==> src/rtl/io_pwr_seq.sv <==
// IO-ring power sequencer: debounces VDDIO power-good, then enables pad groups
// one after another, and latches a fault if power drops while the ring is enabled.
module io_pwr_seq #(
    parameter int DEBOUNCE_CYC = 16,
    parameter int STAGE_GAP    = 8,
    parameter int NUM_GRP      = 4
) (
    input  logic               clk,
    input  logic               rst,
    input  logic               seq_en_i,
    input  logic               pwr_good_i,
    output logic [NUM_GRP-1:0] grp_en_o,
    output logic               io_ready_o,
    output logic               fault_o,
    output logic [2:0]         state_o
);

    typedef enum logic [2:0] {
        ST_OFF      = 3'd0,
        ST_DEBOUNCE = 3'd1,
        ST_RAMP     = 3'd2,
        ST_READY    = 3'd3,
        ST_FAULT    = 3'd4
    } state_t;

    localparam logic [7:0] DB_LAST  = 8'(DEBOUNCE_CYC - 1);
    localparam logic [7:0] GAP_LAST = 8'(STAGE_GAP - 1);

    logic               r_sync1;
    logic               r_sync2;
    state_t             r_state;
    logic [7:0]         r_cnt;
    logic [NUM_GRP-1:0] r_grp_en;
    logic               r_ready;
    logic               r_fault;

    logic               w_pg;
    state_t             w_state_nxt;
    logic [7:0]         w_cnt_nxt;
    logic [NUM_GRP-1:0] w_grp_en_nxt;
    logic               w_ready_nxt;
    logic               w_fault_nxt;

    assign w_pg = r_sync2;

    // Two-flop synchronizer for the asynchronous power-good input
    always_ff @(posedge clk or posedge rst) begin
        if (rst) begin
            r_sync1 <= 1'b0;
            r_sync2 <= 1'b0;
        end else begin
            r_sync1 <= pwr_good_i;
            r_sync2 <= r_sync1;
        end
    end

    // State register together with the registered outputs and stage counter
    always_ff @(posedge clk or posedge rst) begin
        if (rst) begin
            r_state  <= ST_OFF;
            r_cnt    <= 8'd0;
            r_grp_en <= '0;
            r_ready  <= 1'b0;
            r_fault  <= 1'b0;
        end else begin
            r_state  <= w_state_nxt;
            r_cnt    <= w_cnt_nxt;
            r_grp_en <= w_grp_en_nxt;
            r_ready  <= w_ready_nxt;
            r_fault  <= w_fault_nxt;
        end
    end

    // Next-state logic; a software disable always outranks a power-loss fault
    always_comb begin
        w_state_nxt = ST_OFF;
        case (r_state)
            ST_OFF: begin
                if (seq_en_i && w_pg) w_state_nxt = ST_DEBOUNCE;
                else                  w_state_nxt = ST_OFF;
            end
            ST_DEBOUNCE: begin
                if (!seq_en_i || !w_pg)  w_state_nxt = ST_OFF;
                else if (r_cnt == DB_LAST) w_state_nxt = ST_RAMP;
                else                     w_state_nxt = ST_DEBOUNCE;
            end
            ST_RAMP: begin
                if (!seq_en_i)       w_state_nxt = ST_OFF;
                else if (!w_pg)      w_state_nxt = ST_FAULT;
                else if ((r_cnt == GAP_LAST) && r_grp_en[NUM_GRP-1])
                                     w_state_nxt = ST_READY;
                else                 w_state_nxt = ST_RAMP;
            end
            ST_READY: begin
                if (!seq_en_i)  w_state_nxt = ST_OFF;
                else if (!w_pg) w_state_nxt = ST_FAULT;
                else            w_state_nxt = ST_READY;
            end
            ST_FAULT: begin
                if (!seq_en_i) w_state_nxt = ST_OFF;
                else           w_state_nxt = ST_FAULT;
            end
            default: w_state_nxt = ST_OFF;
        endcase
    end

    // Output/counter next values; the counter restarts per stage and saturates elsewhere
    always_comb begin
        w_cnt_nxt    = r_cnt;
        w_grp_en_nxt = '0;
        if (w_state_nxt != r_state) begin
            w_cnt_nxt = 8'd0;
        end else if ((r_state == ST_RAMP) && (r_cnt == GAP_LAST)) begin
            w_cnt_nxt = 8'd0;
        end else if (r_cnt != 8'hFF) begin
            w_cnt_nxt = r_cnt + 8'd1;
        end else begin
            w_cnt_nxt = r_cnt;
        end

        case (w_state_nxt)
            ST_RAMP: begin
                if (r_state != ST_RAMP)      w_grp_en_nxt = NUM_GRP'(1);
                else if (r_cnt == GAP_LAST)  w_grp_en_nxt = (r_grp_en << 1) | NUM_GRP'(1);
                else                         w_grp_en_nxt = r_grp_en;
            end
            ST_READY: w_grp_en_nxt = r_grp_en;
            default:  w_grp_en_nxt = '0;
        endcase

        w_ready_nxt = (w_state_nxt == ST_READY);
        w_fault_nxt = (w_state_nxt == ST_FAULT);
    end

    assign grp_en_o   = r_grp_en;
    assign io_ready_o = r_ready;
    assign fault_o    = r_fault;
    assign state_o    = r_state;

endmodule
==> config.mk <==
export PLATFORM = sky130hd
export DESIGN_NAME = io_pwr_seq
export DESIGN_NICKNAME = d
export VERILOG_FILES = /design/src/rtl/io_pwr_seq.sv
export SDC_FILE = /design/constraint.sdc
export NUM_CORES = 1
export LEC_CHECK = 0
export BUFFER_PORTS_ARGS = -buffer_cell sky130_fd_sc_hd__buf_2
export CAP_MARGIN = 5
export CORE_ASPECT_RATIO = 1.75
export CORE_UTILIZATION = 35
export CTS_BUF_LIST = sky130_fd_sc_hd__clkbuf_2
export CTS_CLUSTER_DIAMETER = 60
export DETAILED_ROUTE_END_ITERATION = 16
export GPL_TIMING_DRIVEN = 1
export PLACE_DENSITY = 0.51
export RECOVER_POWER = 100
export REMOVE_ABC_BUFFERS = 1
export SYNTH_ARGS = -nofsm -noshare
export SYNTH_HDL_FRONTEND = slang
export SYNTH_SLANG_ARGS = --single-unit
==> constraint.sdc <==
create_clock -name clk -period 2.1 [get_ports clk]
set_input_delay 0.21 -clock clk [delete_from_list [all_inputs] [get_ports clk]]
set_output_delay 0.21 -clock clk [all_outputs]
set_load 0.05 [all_outputs]
==> impl_metrics.env <==
export IMPL_max_slew_margin=0.487
export IMPL_vias_per_cell=5.70
export IMPL_place_inst=133
export IMPL_insertion_delay_ns=0.31
export IMPL_hold_ws_ns=-0.0134
export IMPL_detail_route_iter0_violations=14
export IMPL_core_area_um2=2900
export IMPL_cts_buffer_depth=2
export IMPL_crit_top_cell="and2_0"
export IMPL_wl_um=2140
export IMPL_p_int_w=0.000509
export IMPL_instances_no_fill=138
export IMPL_power_density_nw_per_um2=669
export IMPL_cts_hold_buffers=1
export IMPL_die_w_um=43.7
export IMPL_async_flop_share=1.00
export IMPL_vias=786
export IMPL_io_buffers=12
export IMPL_syn_cell_area_um2=1070
export IMPL_max_cap_violations=0
export IMPL_violations="design-rule violations, negative hold slack"
export IMPL_finalSetupTns_ns=0
export IMPL_grt_busiest_layer="met2"
export IMPL_nNetsFinal=116
export IMPL_worst_pin_slew_ns=0.765
export IMPL_grt_max_degree=20
export IMPL_gp_congestion=0.844
export IMPL_met2_usage=0.294
export IMPL_track_usage=0.156
export IMPL_clock_skew_ns=0.00960
export IMPL_drc=3
export IMPL_worstPathMaxFanout=7
export IMPL_outcome="complete, but fails checks"
export IMPL_synth_top_area_cell="dfrtp_1"
export IMPL_die_h_um=75.1
export IMPL_dp_slack_ns=0.460
export IMPL_synth_distinct_cells=39
export IMPL_start_util=0.369
export IMPL_synth_seq_cells=19
export IMPL_pwr_share_clk=0.212
export IMPL_die_area_um2=3280
export IMPL_pin_count=13
export IMPL_h_tree_depth=1
export IMPL_numCtsBuffers=3
export IMPL_worst_slack_ns=0.266
export IMPL_synth_area_leaders="dfrtp_1, nor2_1, mux2i_1"
export IMPL_avgRoutedWirePerCell_um=15.5
export IMPL_p_leak_nw=0.479
export IMPL_syn2layout_area_growth_pct=6.56
export IMPL_post_cts_buffers=0
export IMPL_drv_slew=0
export IMPL_rrSetupSlack_ns=0.27
export IMPL_cp_start_kind="flip-flop"
export IMPL_grt_pass1_wl_um=3700
export IMPL_hold_violations=15
export IMPL_antennaDiodeCount=0
export IMPL_pwr_share_comb=0.183
export IMPL_synth_enable_flop_cells=0
export IMPL_arrival_ns=2.04
export IMPL_yosysWarnings=0
export IMPL_ys_seq_area_frac=0.445
export IMPL_drive_gt1_frac=0.164
export IMPL_cp_slowest_stage_delay_ns=0.45
export IMPL_crit_type="reg2reg"
export IMPL_rsz0062_at_grt="false"
export IMPL_synth_ff_type="dfrtp_1"
export IMPL_worstSetupEndpointType="flip-flop"
export IMPL_avgSynthCellArea_um2=11.0
export IMPL_pwr_share_seq=0.605
export IMPL_place_area_um2=1140
export IMPL_drt_first_pass_iters=10
export IMPL_gr_total_overflow=0
export IMPL_antenna_found_initial=0
export IMPL_path_buf_inv=0
export IMPL_switching_share=0.331
export IMPL_design_area_um2=1140
export IMPL_grt_use_met3=0.0288
export IMPL_crit_family="simple AND/OR/NAND/NOR gates"
export IMPL_crit_chain="ha_1 > and2_0 > and2_0 > a21o_1 > a221oi_1"
export IMPL_detail_route_antenna_nets=0
export IMPL_row_count=26
export IMPL_p_sw_w=0.000252
export IMPL_postSynthCellCount=97
export IMPL_holdCritPathClass="in2async"
export IMPL_met1_usage=0.155
export IMPL_cp_slowest_cell="dfrtp_1"
export IMPL_period_needed_ns=1.83
export IMPL_cts_sinks=19
export IMPL_synth_top_area_frac=0.445
export IMPL_fin_crit_sh=0.873
export IMPL_root_buffer="clkbuf_2"
export IMPL_place_hpwl_um=1570
export IMPL_ir_drop_mv=0.353
export IMPL_path_clk_slew_ns=0.18
export IMPL_post_cts_resized=0
export IMPL_tritoncts="built"
export IMPL_fmax_mhz=545
export IMPL_setup_viol=0
export IMPL_cp_required_ns=2.31
export IMPL_grt_pass1_vias=790
worst reg2reg max path: stages, from the launching register on:
cell	delay, ns
dfrtp_1	0.45
ha_1	0.24
and2_0	0.27
and2_0	0.28
a21o_1	0.19
a221oi_1	0.30
power by group through the flow:
stage / sequential, W / clock [W] / combinational (W)
after floorplan: 0.000457 / 0 / 0.000113
after global placement: 0.000466 / 0 / 0.000142
final: 0.000460 / 0.000162 / 0.000139
after detailed placement: 0.000468 / 0 / 0.000145
after CTS: 0.000460 / 0.000175 / 0.000147
after global routing: 0.000468 / 0.000189 / 0.000155
metal layers:
metal / wire length [um] / part of all wire
met4: 40 / 0.019
met1: 825 / 0.39
met3: 49 / 0.023
met2: 1220 / 0.57
met5: 0 / 0
cells in the final DEF (no fill, tap or decap), types with 2 or more instances in the layout:
| cell type | count |
|---|---|
| dfrtp_1 | 19 |
| nor2_1 | 12 |
| clkbuf_1 | 9 |
| o21ai_0 | 5 |
| inv_1 | 4 |
| nor3_1 | 4 |
| a21oi_1 | 4 |
| nor2b_1 | 4 |
| clkbuf_2 | 4 |
| a31oi_1 | 3 |
| nand3_1 | 3 |
| mux2i_1 | 3 |
| nand2_1 | 3 |
| buf_2 | 3 |
| and2_0 | 2 |
| or3_1 | 2 |
| a32oi_1 | 2 |
final cells by class:
| type | instances | area (um^2) |
|---|---|---|
| fillers | 304 | 1760 |
| multi-input cells | 70 | 533 |
| flip-flops and latches | 19 | 475 |
| repair buffers | 13 | 58.8 |
| well taps | 28 | 35.0 |
| clock buffers | 4 | 20.0 |
| inverters | 4 | 15.0 |
cells by family (layout without fill, tap and decap cells):
kind of cell | Yosys count | in the layout | share of synthesized area
simple gates | 42 | 42 | 0.277
compound gates | 23 | 23 | 0.195
flops | 19 | 19 | 0.445
buf+inv | 8 | 21 | 0.0352
mux | 3 | 3 | 0.0281
fa+ha+maj | 1 | 1 | 0.0117
xor+xnor | 1 | 1 | 0.00821
state kept, by name, indices dropped and copies added (netlist names):
name / cells
fault_o: 1
io_ready_o: 1
r_sync1: 1
r_cnt: 8
grp_en_o: 4
state_o: 3
r_sync2: 1
cells in the mapped netlist (2+ instances only):
library cell / number
a21oi_1: 4
a31oi_1: 3
a32oi_1: 2
and2_4: 2
buf_2: 3
dfrtp_1: 19
inv_1: 4
mux2i_1: 3
nand2_1: 3
nand3_1: 3
nor2_1: 12
nor2b_1: 4
nor3_1: 4
o21ai_0: 5
or3_1: 2
path summary, 6_finish.rpt:
check	cells after the start	start	end
setup reg to reg	5	r_cnt[0]	state_o[0]
max in group asynchronous	2	rst	fault_o
setup / recovery	5	r_cnt[0]	state_o[0]
hold / removal	2	rst	r_cnt[0]
hold reg to reg	0	r_sync1	r_sync2
min in group clk	2	seq_en_i	fault_o
per-stage QoR:
stage	total power, W	utilization
detailed placement	0.000613	0.394
floorplan	0.000570	-
finish	0.000761	0.393
global placement	0.000609	0.394
CTS	0.000783	0.404
global route	0.000812	0.393
No activity file was read; power rests on OpenSTA's default activity.
